### src/rtl/intr_pkg.sv
`default_nettype none
// ----------------------------------------------------------------------------
// intr_pkg : shared encodings for interrupt_controller (states, codes, priority)
// Rev 1.0
// ----------------------------------------------------------------------------
package intr_pkg;

  typedef logic [1:0] state_t;
  typedef logic [1:0] code_t;

  localparam logic [1:0] ST_KERNEL  = 2'd0;
  localparam logic [1:0] ST_USER    = 2'd1;
  localparam logic [1:0] ST_REQ     = 2'd2;
  localparam logic [1:0] ST_SERVICE = 2'd3;

  localparam logic [1:0] INT_NONE  = 2'd0;
  localparam logic [1:0] INT_TIMER = 2'd1;
  localparam logic [1:0] INT_IO    = 2'd2;
  localparam logic [1:0] INT_DISK  = 2'd3;

  // Fixed service order: io first, then disk, then the quantum timer.
  function automatic code_t prio_encode(input logic io, input logic disk, input logic tmr);
    code_t res;
    if (io)        res = INT_IO;
    else if (disk) res = INT_DISK;
    else if (tmr)  res = INT_TIMER;
    else           res = INT_NONE;
    return res;
  endfunction

endpackage
`default_nettype wire

### src/rtl/edge_pend.sv
`default_nettype none
// ----------------------------------------------------------------------------
// edge_pend : rising-edge detector feeding a sticky pending bit with clear
// Rev 1.0
// ----------------------------------------------------------------------------
module edge_pend (
  input  logic clk,
  input  logic rst,
  input  logic lvl_i,
  input  logic clr_i,
  output logic pend_o
);

  logic dly_q;
  logic pend_q;
  logic pend_d;
  logic rise;

  assign rise = lvl_i & ~dly_q;
  // A fresh edge wins over a same-cycle clear so it is serviced next time.
  assign pend_d = rise | (pend_q & ~clr_i);
  assign pend_o = pend_q;

  always_ff @(posedge clk or negedge rst) begin
    if (!rst) begin
      dly_q  <= 1'b0;
      pend_q <= 1'b0;
    end else begin
      dly_q  <= lvl_i;
      pend_q <= pend_d;
    end
  end

endmodule
`default_nettype wire

### src/rtl/interrupt_controller.sv
`default_nettype none
// ----------------------------------------------------------------------------
// interrupt_controller : latches io/disk/timer sources, raises intr in user mode
// Rev 1.0
// ----------------------------------------------------------------------------
module interrupt_controller #(
  parameter int QUANTUM = 1000,
  parameter int CNT_W   = 16,
  parameter int DATA_W  = 32
) (
  input  logic              clk,
  input  logic              rst,
  input  logic              userMode,
  input  logic              kernelMode,
  input  logic              inta,
  input  logic              clearIntr,
  input  logic              ioReq,
  input  logic              diskDone,
  input  logic [DATA_W-1:0] pc,
  output logic              intr,
  output logic [DATA_W-1:0] intCode,
  output logic [DATA_W-1:0] intPc,
  output logic              userRun
);

  import intr_pkg::*;

  state_t            state_q, state_d;
  code_t             code_q, code_d;
  logic [DATA_W-1:0] pc_q, pc_d;
  logic              intr_q;

  logic  io_pend, dk_pend, tmr_pend;
  logic  take;
  code_t take_code;
  logic  clr_io, clr_dk, clr_tmr;
  logic  enter_user;

  edge_pend u_io_pend (
    .clk    (clk),
    .rst    (rst),
    .lvl_i  (ioReq),
    .clr_i  (clr_io),
    .pend_o (io_pend)
  );

  edge_pend u_dk_pend (
    .clk    (clk),
    .rst    (rst),
    .lvl_i  (diskDone),
    .clr_i  (clr_dk),
    .pend_o (dk_pend)
  );

  assign take_code  = prio_encode(io_pend, dk_pend, tmr_pend);
  assign clr_io     = take && (take_code == INT_IO);
  assign clr_dk     = take && (take_code == INT_DISK);
  assign clr_tmr    = take && (take_code == INT_TIMER);
  assign enter_user = (state_d == ST_USER) && (state_q != ST_USER);

  always_comb begin
    state_d = state_q;
    code_d  = code_q;
    pc_d    = pc_q;
    take    = 1'b0;
    case (state_q)
      ST_KERNEL: begin
        if (userMode) state_d = ST_USER;
      end
      ST_USER: begin
        // A syscall takes precedence; any pending source waits for the next user run.
        if (kernelMode) begin
          state_d = ST_KERNEL;
        end else if (io_pend || dk_pend || tmr_pend) begin
          state_d = ST_REQ;
          take    = 1'b1;
          code_d  = take_code;
          pc_d    = pc;
        end
      end
      ST_REQ: begin
        if (inta) state_d = ST_SERVICE;
      end
      ST_SERVICE: begin
        if (userMode) begin
          state_d = ST_USER;
          code_d  = INT_NONE;
        end else if (clearIntr) begin
          state_d = ST_KERNEL;
          code_d  = INT_NONE;
        end
      end
      default: state_d = ST_KERNEL;
    endcase
  end

  generate
    if (QUANTUM > 0) begin : g_timer
      localparam logic [CNT_W-1:0] CNT_LAST = CNT_W'(QUANTUM - 1);
      logic [CNT_W-1:0] cnt_q, cnt_d;
      logic             tpend_q, tpend_d;
      logic             tick;

      // The expiring cycle itself counts as pending so a slice is exactly QUANTUM cycles.
      assign tick     = (state_q == ST_USER) && (cnt_q == CNT_LAST);
      assign tmr_pend = tpend_q | tick;
      assign tpend_d  = tmr_pend & ~clr_tmr;

      always_comb begin
        cnt_d = cnt_q;
        if (enter_user)              cnt_d = '0;
        else if (state_q == ST_USER) cnt_d = tick ? '0 : cnt_q + 1'b1;
      end

      always_ff @(posedge clk or negedge rst) begin
        if (!rst) begin
          cnt_q   <= '0;
          tpend_q <= 1'b0;
        end else begin
          cnt_q   <= cnt_d;
          tpend_q <= tpend_d;
        end
      end
    end else begin : g_no_timer
      assign tmr_pend = 1'b0;
    end
  endgenerate

  always_ff @(posedge clk or negedge rst) begin
    if (!rst) begin
      state_q <= ST_KERNEL;
      code_q  <= INT_NONE;
      pc_q    <= '0;
      intr_q  <= 1'b0;
    end else begin
      state_q <= state_d;
      code_q  <= code_d;
      pc_q    <= pc_d;
      intr_q  <= (state_d == ST_REQ);
    end
  end

  assign intr    = intr_q;
  assign intCode = {{(DATA_W-2){1'b0}}, code_q};
  assign intPc   = pc_q;
  assign userRun = (state_q == ST_USER);

endmodule
`default_nettype wire

### config.mk
export PLATFORM = sky130hd
export DESIGN_NAME = interrupt_controller
export DESIGN_NICKNAME = d
export VERILOG_FILES = /design/src/rtl/intr_pkg.sv /design/src/rtl/edge_pend.sv /design/src/rtl/interrupt_controller.sv
export SDC_FILE = /design/constraint.sdc
export NUM_CORES = 1
export LEC_CHECK = 0
export ABC_AREA = 1
export BUFFER_PORTS_ARGS = -buffer_cell sky130_fd_sc_hd__buf_2
export CORE_MARGIN = 2
export CORE_UTILIZATION = 55
export CTS_BUF_LIST = sky130_fd_sc_hd__clkbuf_8
export DETAILED_ROUTE_END_ITERATION = 8
export GPL_TIMING_DRIVEN = 0
export PLACE_DENSITY = 0.87
export SLEW_MARGIN = 10
export SYNTH_ARGS = -nofsm -noshare
export SYNTH_HDL_FRONTEND = slang
export SYNTH_SLANG_ARGS = --single-unit
### constraint.sdc
create_clock -name clk -period 2.4 [get_ports clk]
set_input_delay 0.12 -clock clk [delete_from_list [all_inputs] [get_ports clk]]
set_output_delay 0.12 -clock clk [all_outputs]
set_load 0.02 [all_outputs]
==> results of run 1 <==
==> layer usage <==
metal	GRT usage	part of all wire	vias to the layer above
li1	-	-	1344
met1	0.295	0.41	1242
met2	0.420	0.50	106
met3	0.0788	0.073	18
met4	0.105	0.021	0
met5	0	0	-
==> logic make-up after synthesis <==
logic type	share of synthesized area
other cells	0.00127
compound gates	0.0500
buf+inv	0.125
flops	0.492
simple gates	0.328
fa+ha+maj	0.00424
==> synth_stat cells (2+ instances only) <==
cell | count | area [µm²]
a21o_1 | 2 | 15.0
inv_2 | 2 | 7.51
clkbuf_1 | 4 | 15.0
nand3_1 | 62 | 310
buf_1 | 2 | 7.51
buf_4 | 30 | 225
o21ai_0 | 13 | 65.1
a21oi_1 | 7 | 35.0
nor3_1 | 2 | 10.0
nand2_1 | 104 | 390
nand3_4 | 3 | 52.6
dfrtp_1 | 58 | 1450
nor2_4 | 2 | 22.5
buf_2 | 5 | 25.0
nand4_1 | 3 | 18.8
o22ai_1 | 2 | 12.5
nand2_2 | 3 | 18.8
nor2_1 | 20 | 75.1
nand2_4 | 2 | 22.5
inv_1 | 21 | 78.8
==> path summary, 6_finish.rpt <==
kind,cells past startpoint,end
max,12,g_timer.cnt_q[12]
min reg2reg,1,u_dk_pend.pend_o
max in group asynchronous,3,intPc[11]
min,3,intPc[7]
max reg2reg,12,g_timer.cnt_q[12]
min in group asynchronous,2,g_timer.cnt_q[3]
==> registers in the layout (all words and copies together) (netlist names) <==
register	cells
intPc	32
g_timer.cnt_q	16
code_q	2
state_q	2
g_timer.tpend_q	1
intr	1
u_dk_pend.dly_q	1
u_dk_pend.pend_o	1
u_io_pend.dly_q	1
u_io_pend.pend_o	1
==> power groups by stage <==
stage / registers, W / clock network [W] / logic (W)
floorplan: 0.00182 / 0 / 0.000777
global placement: 0.00150 / 0 / 0.00157
detailed placement: 0.00150 / 0 / 0.00162
CTS: 0.00150 / 0.000794 / 0.00163
global route: 0.00154 / 0.000838 / 0.00181
finish: 0.00151 / 0.000778 / 0.00164
==> repair_timing <==
action | 4_1_cts | 5_1_grt
hold endpoints to repair | 28 | 0
hold buffers | 10 | 0
setup buffers | 0 | 0
resized for setup | 0 | 0
==> final cells by class <==
| type | instances | area [µm²] | area share |
|---|---|---|---|
| flip-flops and latches | 58 | 1450 | 0.380 |
| multi-input cells | 263 | 1240 | 0.325 |
| well taps | 70 | 87.6 | 0.0230 |
| clock buffers | 10 | 138 | 0.0361 |
| repair buffers | 86 | 495 | 0.130 |
| clock inverters | 6 | 33.8 | 0.00885 |
| inverters | 23 | 86.3 | 0.0226 |
| plain buffers | 42 | 284 | 0.0744 |
==> worst reg2reg max path, delay by kind of cell (launching register included) <==
kind | cells | cell delay, ns
flip-flops | 1 | 0.38
buffers and inverters | 2 | 0.23
AND/OR/NAND/NOR | 9 | 0.95
adder cells (fa/ha/maj) | 1 | 0.18
==> per-stage QoR <==
stage          hold slack, ns  cells
2_1_floorplan          -0.176    386
3_3_place_gp            0.242    531
3_5_place_dp            0.108    532
4_1_cts               0.00178    558
5_1_grt               0.00959    558
6_report               0.0109    558
==> impl_metrics.csv, run 1 <==
group,metric,value,unit
sta,fin_setup_tns,0,ns
sta,rsz0062_at_grt,"false",
sta,setup_violations,0,
synth,synth.avg_cell_area,8.27,µm²
placement,dp_slack,0.589,ns
synth,ys_warn_count,0,
floorplanning,dieWidth,77.3,µm
layout,antenna_cells,0,
cts,cts_buffer_depth,2,
layout,area_growth,29.2,%
power_and_ir_drop,clockPowerShare,0.198,
power_and_ir_drop,swShare,0.432,
cts,clock_latency,0.34,ns
detailed_routing,drt-pass1-iter-count,5,
synth,synth_edf_count,0,
floorplanning,dieArea,5970,µm²
cts,htreeDepth,3,
detailed_routing,viasPerCell,4.86,
worst_setup_path,startpoint_type,"register",
layout,finalCoreUtilization,0.742,
power_and_ir_drop,p_int,0.00223,W
layout,final_common_cell,"nand2_1",
cts,cts_tree,"yes",
sta,post-route-min-period,1.84,ns
synth,yosysSeqAreaShare,0.492,
cts,cts_buffers,9,
cts,cts_sinks,58,
grt,grt_pass1_wl,11.8,mm
placement,dp_hpwl,4.67,mm
synth,syn_area,2950,µm²
synth,synth-async-reset-ratio,1.00,
detailed_routing,post-route-drc-count,0,
grt,grt_pass1_vias,2605,
worst_setup_path,cp-end-kind,"register",
outcome,status,"completed",
cts,path_clk_slew,0.07,ns
detailed_routing,vias,2710,
power_and_ir_drop,p_total,0.00393,W
sta,slew_violations,0,
sta,hold_viol,0,
synth,synth_cell_types,30,
layout,drive_above_1_share,0.293,
floorplanning,coreArea,5140,µm²
power_and_ir_drop,seq_power_share,0.384,
sta,post-route-period-util,0.767,
cts,cts_root_buf,"clkbuf_8",
power_and_ir_drop,p_per_area,1030,nW/µm²
sta,worst_pin_slew,0.600,ns
hold_path,min_from,"pc[7]",
worst_setup_path,r2r_slack,0.56,ns
worst_setup_path,critical-path-top-delay-family,"simple AND/OR/NAND/NOR gates",
worst_setup_path,path_max_fanout,4,
sta,fmax,544,MHz
grt,grt_max_degree,40,
worst_setup_path,cp_common_cell,"nand2_1",
synth,synth_ff_type,"dfrtp_1",
placement,io_buffers,75,
synth,syn_inst,357,
detailed_routing,drtIter0Drc,156,
placement,gp_congestion,0.855,
worst_setup_path,critPathMaxStageDelay,0.38,ns
layout,nFillCells,384,
flow_run,maxCapViolCount,0,
floorplanning,die_h,77.3,µm
floorplanning,rows,26,
worst_setup_path,cpMaxStageDelayCell,"dfrtp_1",
grt,antenna_found_initial,0,
grt,globalRouteOverflowTotal,0,
worst_setup_path,crit_arrival,2.08,ns
synth,ys_seq_elements,58,
floorplanning,ios,106,
floorplanning,start_util,0.574,
detailed_routing,drt.antenna.violating_nets,0,
layout,final_area,3820,µm²
grt,grt.total_usage,0.250,
detailed_routing,wirelength,6.95,mm
detailed_routing,post_drt_wl_per_cell,12.5,µm
hold_path,worstHoldPathType,"in2reg",
worst_setup_path,crit_start,"g_timer.cnt_q[0]",
worst_setup_path,cp_data_required_time,2.64,ns
layout,final_cell_mix,"nand2_1 (104), buf_2 (80), nand3_1 (62), dfrtp_1 (58)",
power_and_ir_drop,p_comb_frac,0.418,
sta,layout_setup_ws,0.560,ns
power_and_ir_drop,leakage,2.19,nW
sta,slew_headroom,0.596,
worst_setup_path,cp_num_buf_inv,2,
sta,skew,0.0120,ns
placement,placed_area,3540,µm²
power_and_ir_drop,ir_drop,0.810,mV
layout,fin_nets,524,
worst_setup_path,worstPathCellList,"ha_1 -> nand2_1 -> inv_1 -> nand3_1 -> nor2_1 -> nand2_1 -> inv_1 -> nand3_1 -> nor2_1 -> nor2_1 -> nand2_1 -> nand2_1",
worst_setup_path,r2r_start,"g_timer.cnt_q[0]",
worst_setup_path,crit_type,"reg2reg",
power_and_ir_drop,switching_power,0.00170,W
(Power assumes the default switching activity.)
==> inputs of run 2 (changes only) <==
Settings changed: ABC_AREA 1 to 0, CORE_UTILIZATION 55 to 46, PLACE_DENSITY 0.87 to 0.79.
Clock period 2.4 ns to 1.6 ns, I/O delays scaled along.
==> impl_metrics.csv, run 2 <==
group,metric,value,unit
outcome,status,"finished, violations left",
outcome,violations,"setup timing",
power_and_ir_drop,swShare,0.384,
grt,grt.total_usage,0.254,
placement,gp_congestion,0.901,
synth,synth_cell_types,41,
worst_setup_path,r2r_end,"intPc[10]",
cts,cts_root_buf,"clkbuf_8",
detailed_routing,vias,2797,
worst_setup_path,crit_start,"g_timer.cnt_q[12]",
sta,post-route-period-util,1.58,
hold_path,min_from,"kernelMode",
layout,fin_cells,503,
detailed_routing,post-route-drc-count,0,
grt,grt_pass1_vias,2639,
floorplanning,ios,106,
detailed_routing,wirelength,9.98,mm
layout,fin_nets,464,
power_and_ir_drop,switching_power,0.00305,W
placement,placed_area,3410,µm²
worst_setup_path,r2r_start,"g_timer.cnt_q[12]",
sta,hold_viol,0,
synth,ys_seq_elements,58,
layout,largest_reg_flops,32,
worst_setup_path,critPathMaxStageDelay,0.58,ns
synth,synth-async-reset-ratio,1.00,
cts,path_clk_slew,0.07,ns
cts,cts_buffers,9,
sta,slew_headroom,0.341,
hold_path,worstHoldPathType,"in2reg",
power_and_ir_drop,leakage,2.22,nW
floorplanning,start_util,0.476,
synth,synth_area_leaders,"dfrtp_1 (52%), mux2_2 (12%), buf_4 (8.0%), a31oi_1 (3.3%), nand2_1 (2.0%)",
worst_setup_path,startpoint_type,"register",
sta,fmax,397,MHz
layout,area_growth,59.3,%
worst_setup_path,crit_end,"intPc[10]",
grt,antenna_found_initial,0,
synth,synth_edf_count,0,
placement,io_buffers,75,
synth,syn_area,2820,µm²
sta,setup_violations,53,
detailed_routing,drt.antenna.violating_nets,0,
grt,grt_pass1_wl,12.7,mm
worst_setup_path,worstPathCellList,"or4_4 -> or4_4 -> a21oi_4 -> buf_6 -> clkbuf_16 -> mux2_4",
sta,fin_setup_tns,-43.59,ns
power_and_ir_drop,seq_power_share,0.317,
power_and_ir_drop,p_comb_frac,0.465,
layout,final_common_cell,"buf_2",
worst_setup_path,cpMaxStageDelayCell,"or4_4",
detailed_routing,drt-pass1-iter-count,8,
synth,yosysTopAreaCellShare,0.515,
detailed_routing,viasPerCell,5.56,
power_and_ir_drop,clockPowerShare,0.218,
detailed_routing,post_drt_wl_per_cell,19.8,µm
placement,dp_hpwl,4.21,mm
power_and_ir_drop,p_per_area,1770,nW/µm²
sta,skew,0.00886,ns
placement,place_inst,432,
layout,final_area,4490,µm²
cts,cts_tree,"yes",
synth,synth.avg_cell_area,11.1,µm²
layout,nFillCells,317,
synth,synth_ff_type,"dfrtp_1",
grt,grt_max_degree,59,
cts,htreeDepth,3,
worst_setup_path,cp_data_required_time,1.82,ns
synth,synth_common_cells,"dfrtp_1 (58), mux2_2 (31), buf_4 (30), a31oi_1 (15), nand2_1 (15)",
sta,slew_violations,0,
worst_setup_path,reg2reg_depth,6,
worst_setup_path,cp_common_cell,"or4_4",
sta,post-route-min-period,2.52,ns
cts,cts_sinks,58,
synth,ys_warn_count,0,
power_and_ir_drop,p_int,0.00489,W
flow_run,maxCapViolCount,0,
floorplanning,rows,28,
layout,drive_above_1_share,0.479,
synth,yosysSeqAreaShare,0.515,
synth,syn_inst,253,
worst_setup_path,cp-end-kind,"register",
detailed_routing,drtIter0Drc,337,
hold_path,holdPathStages,3,
synth,yosysMostFrequentCell,"dfrtp_1",
floorplanning,dieWidth,82.2,µm
floorplanning,die_h,82.2,µm
layout,final_cell_mix,"buf_2 (74), dfrtp_1 (52), buf_4 (45), dlygate4sd3_1 (35), mux2_4 (32)",
power_and_ir_drop,ir_drop,1.17,mV
layout,antenna_cells,0,
sta,worst_pin_slew,0.980,ns
worst_setup_path,crit_type,"reg2reg",
worst_setup_path,r2r_slack,-0.92,ns
worst_setup_path,path_max_fanout,5,
cts,cts_buffer_depth,2,
worst_setup_path,crit_arrival,2.74,ns
sta,layout_setup_ws,-0.922,ns
floorplanning,coreArea,5920,µm²
synth,yosys.area.top_type,"dfrtp_1",
floorplanning,dieArea,6760,µm²
grt,globalRouteOverflowTotal,0,
sta,rsz0062_at_grt,"true",
layout,finalCoreUtilization,0.758,
cts,clock_latency,0.34,ns
[run 2: how the worst min path moves through the flow]
stage,slack [ns],to
after floorplan,-0.22,code_q[0]
after global placement,0.21,u_io_pend.dly_q
after detailed placement,0.20,u_io_pend.dly_q
after CTS,0.05,intPc[30]
after global routing,0.11,g_timer.tpend_q
final,0.11,g_timer.tpend_q
[run 2: what timing repair did]
| action | CTS | global route |
|---|---|---|
| setup endpoints to repair | 57 | 55 |
| setup buffers | 11 | 9 |
| resized for setup | 42 | 36 |
| gates cloned | 2 | 1 |
| hold buffers | 34 | 1 |
| pin swaps | 3 | 7 |
| hold endpoints to repair | 35 | 58 |
[run 2: worst max-delay path, delay by kind of cell (launching register included)]
| kind | cells | cell delay, ns |
|---|---|---|
| AND/OR/NAND/NOR | 2 | 1.12 |
| flip-flops | 1 | 0.45 |
| buffers and inverters | 2 | 0.34 |
| multiplexers | 1 | 0.30 |
| AO/OA/AOI/OAI | 1 | 0.19 |
[run 2: layout make-up]
cell class,count,area (µm²),share of cell area
Buffer,38,312,0.0695
Timing Repair Buffer,133,961,0.214
Clock buffer,11,151,0.0338
Clock inverter,5,100,0.0223
Sequential cell,58,1460,0.325
Inverter,7,31.3,0.00697
Tap cell,75,93.8,0.0209
Multi-Input combinational cell,176,1380,0.307
[run 2: layer usage]
metal  wire (µm)  track usage  share of wire  vias up
met4         573        0.142          0.057        0
met3         760       0.0565          0.076       62
li1            -            -              -     1197
met1        3520        0.268           0.35     1334
met2        5130        0.465           0.51      204
met5           0            0              0        -
[run 2: cells by family after synthesis]
family,synth area share
compound gates,0.116
fa+ha+maj,0.00444
mux,0.128
buf+inv,0.112
other cells,0.00133
flops,0.515
simple gates,0.123
[run 2: stage by stage]
step	worst slack, ns	hold slack, ns	total power, W
6_report	-0.922	0.113	0.00794
5_1_grt	-0.972	0.115	0.00825
4_1_cts	-0.848	0.0504	0.00715
3_5_place_dp	-1.00	0.203	0.00502
3_3_place_gp	-0.958	0.205	0.00491
2_1_floorplan	-0.828	-0.216	0.00418
[run 2: power groups by stage]
stage               sequential [W]  clock [W]  combinational (W)
floorplan                  0.00290          0            0.00128
global placement           0.00232          0            0.00259
detailed placement         0.00236          0            0.00266
CTS                        0.00240    0.00170            0.00305
global route               0.00255    0.00181            0.00389
finish                     0.00252    0.00173            0.00369
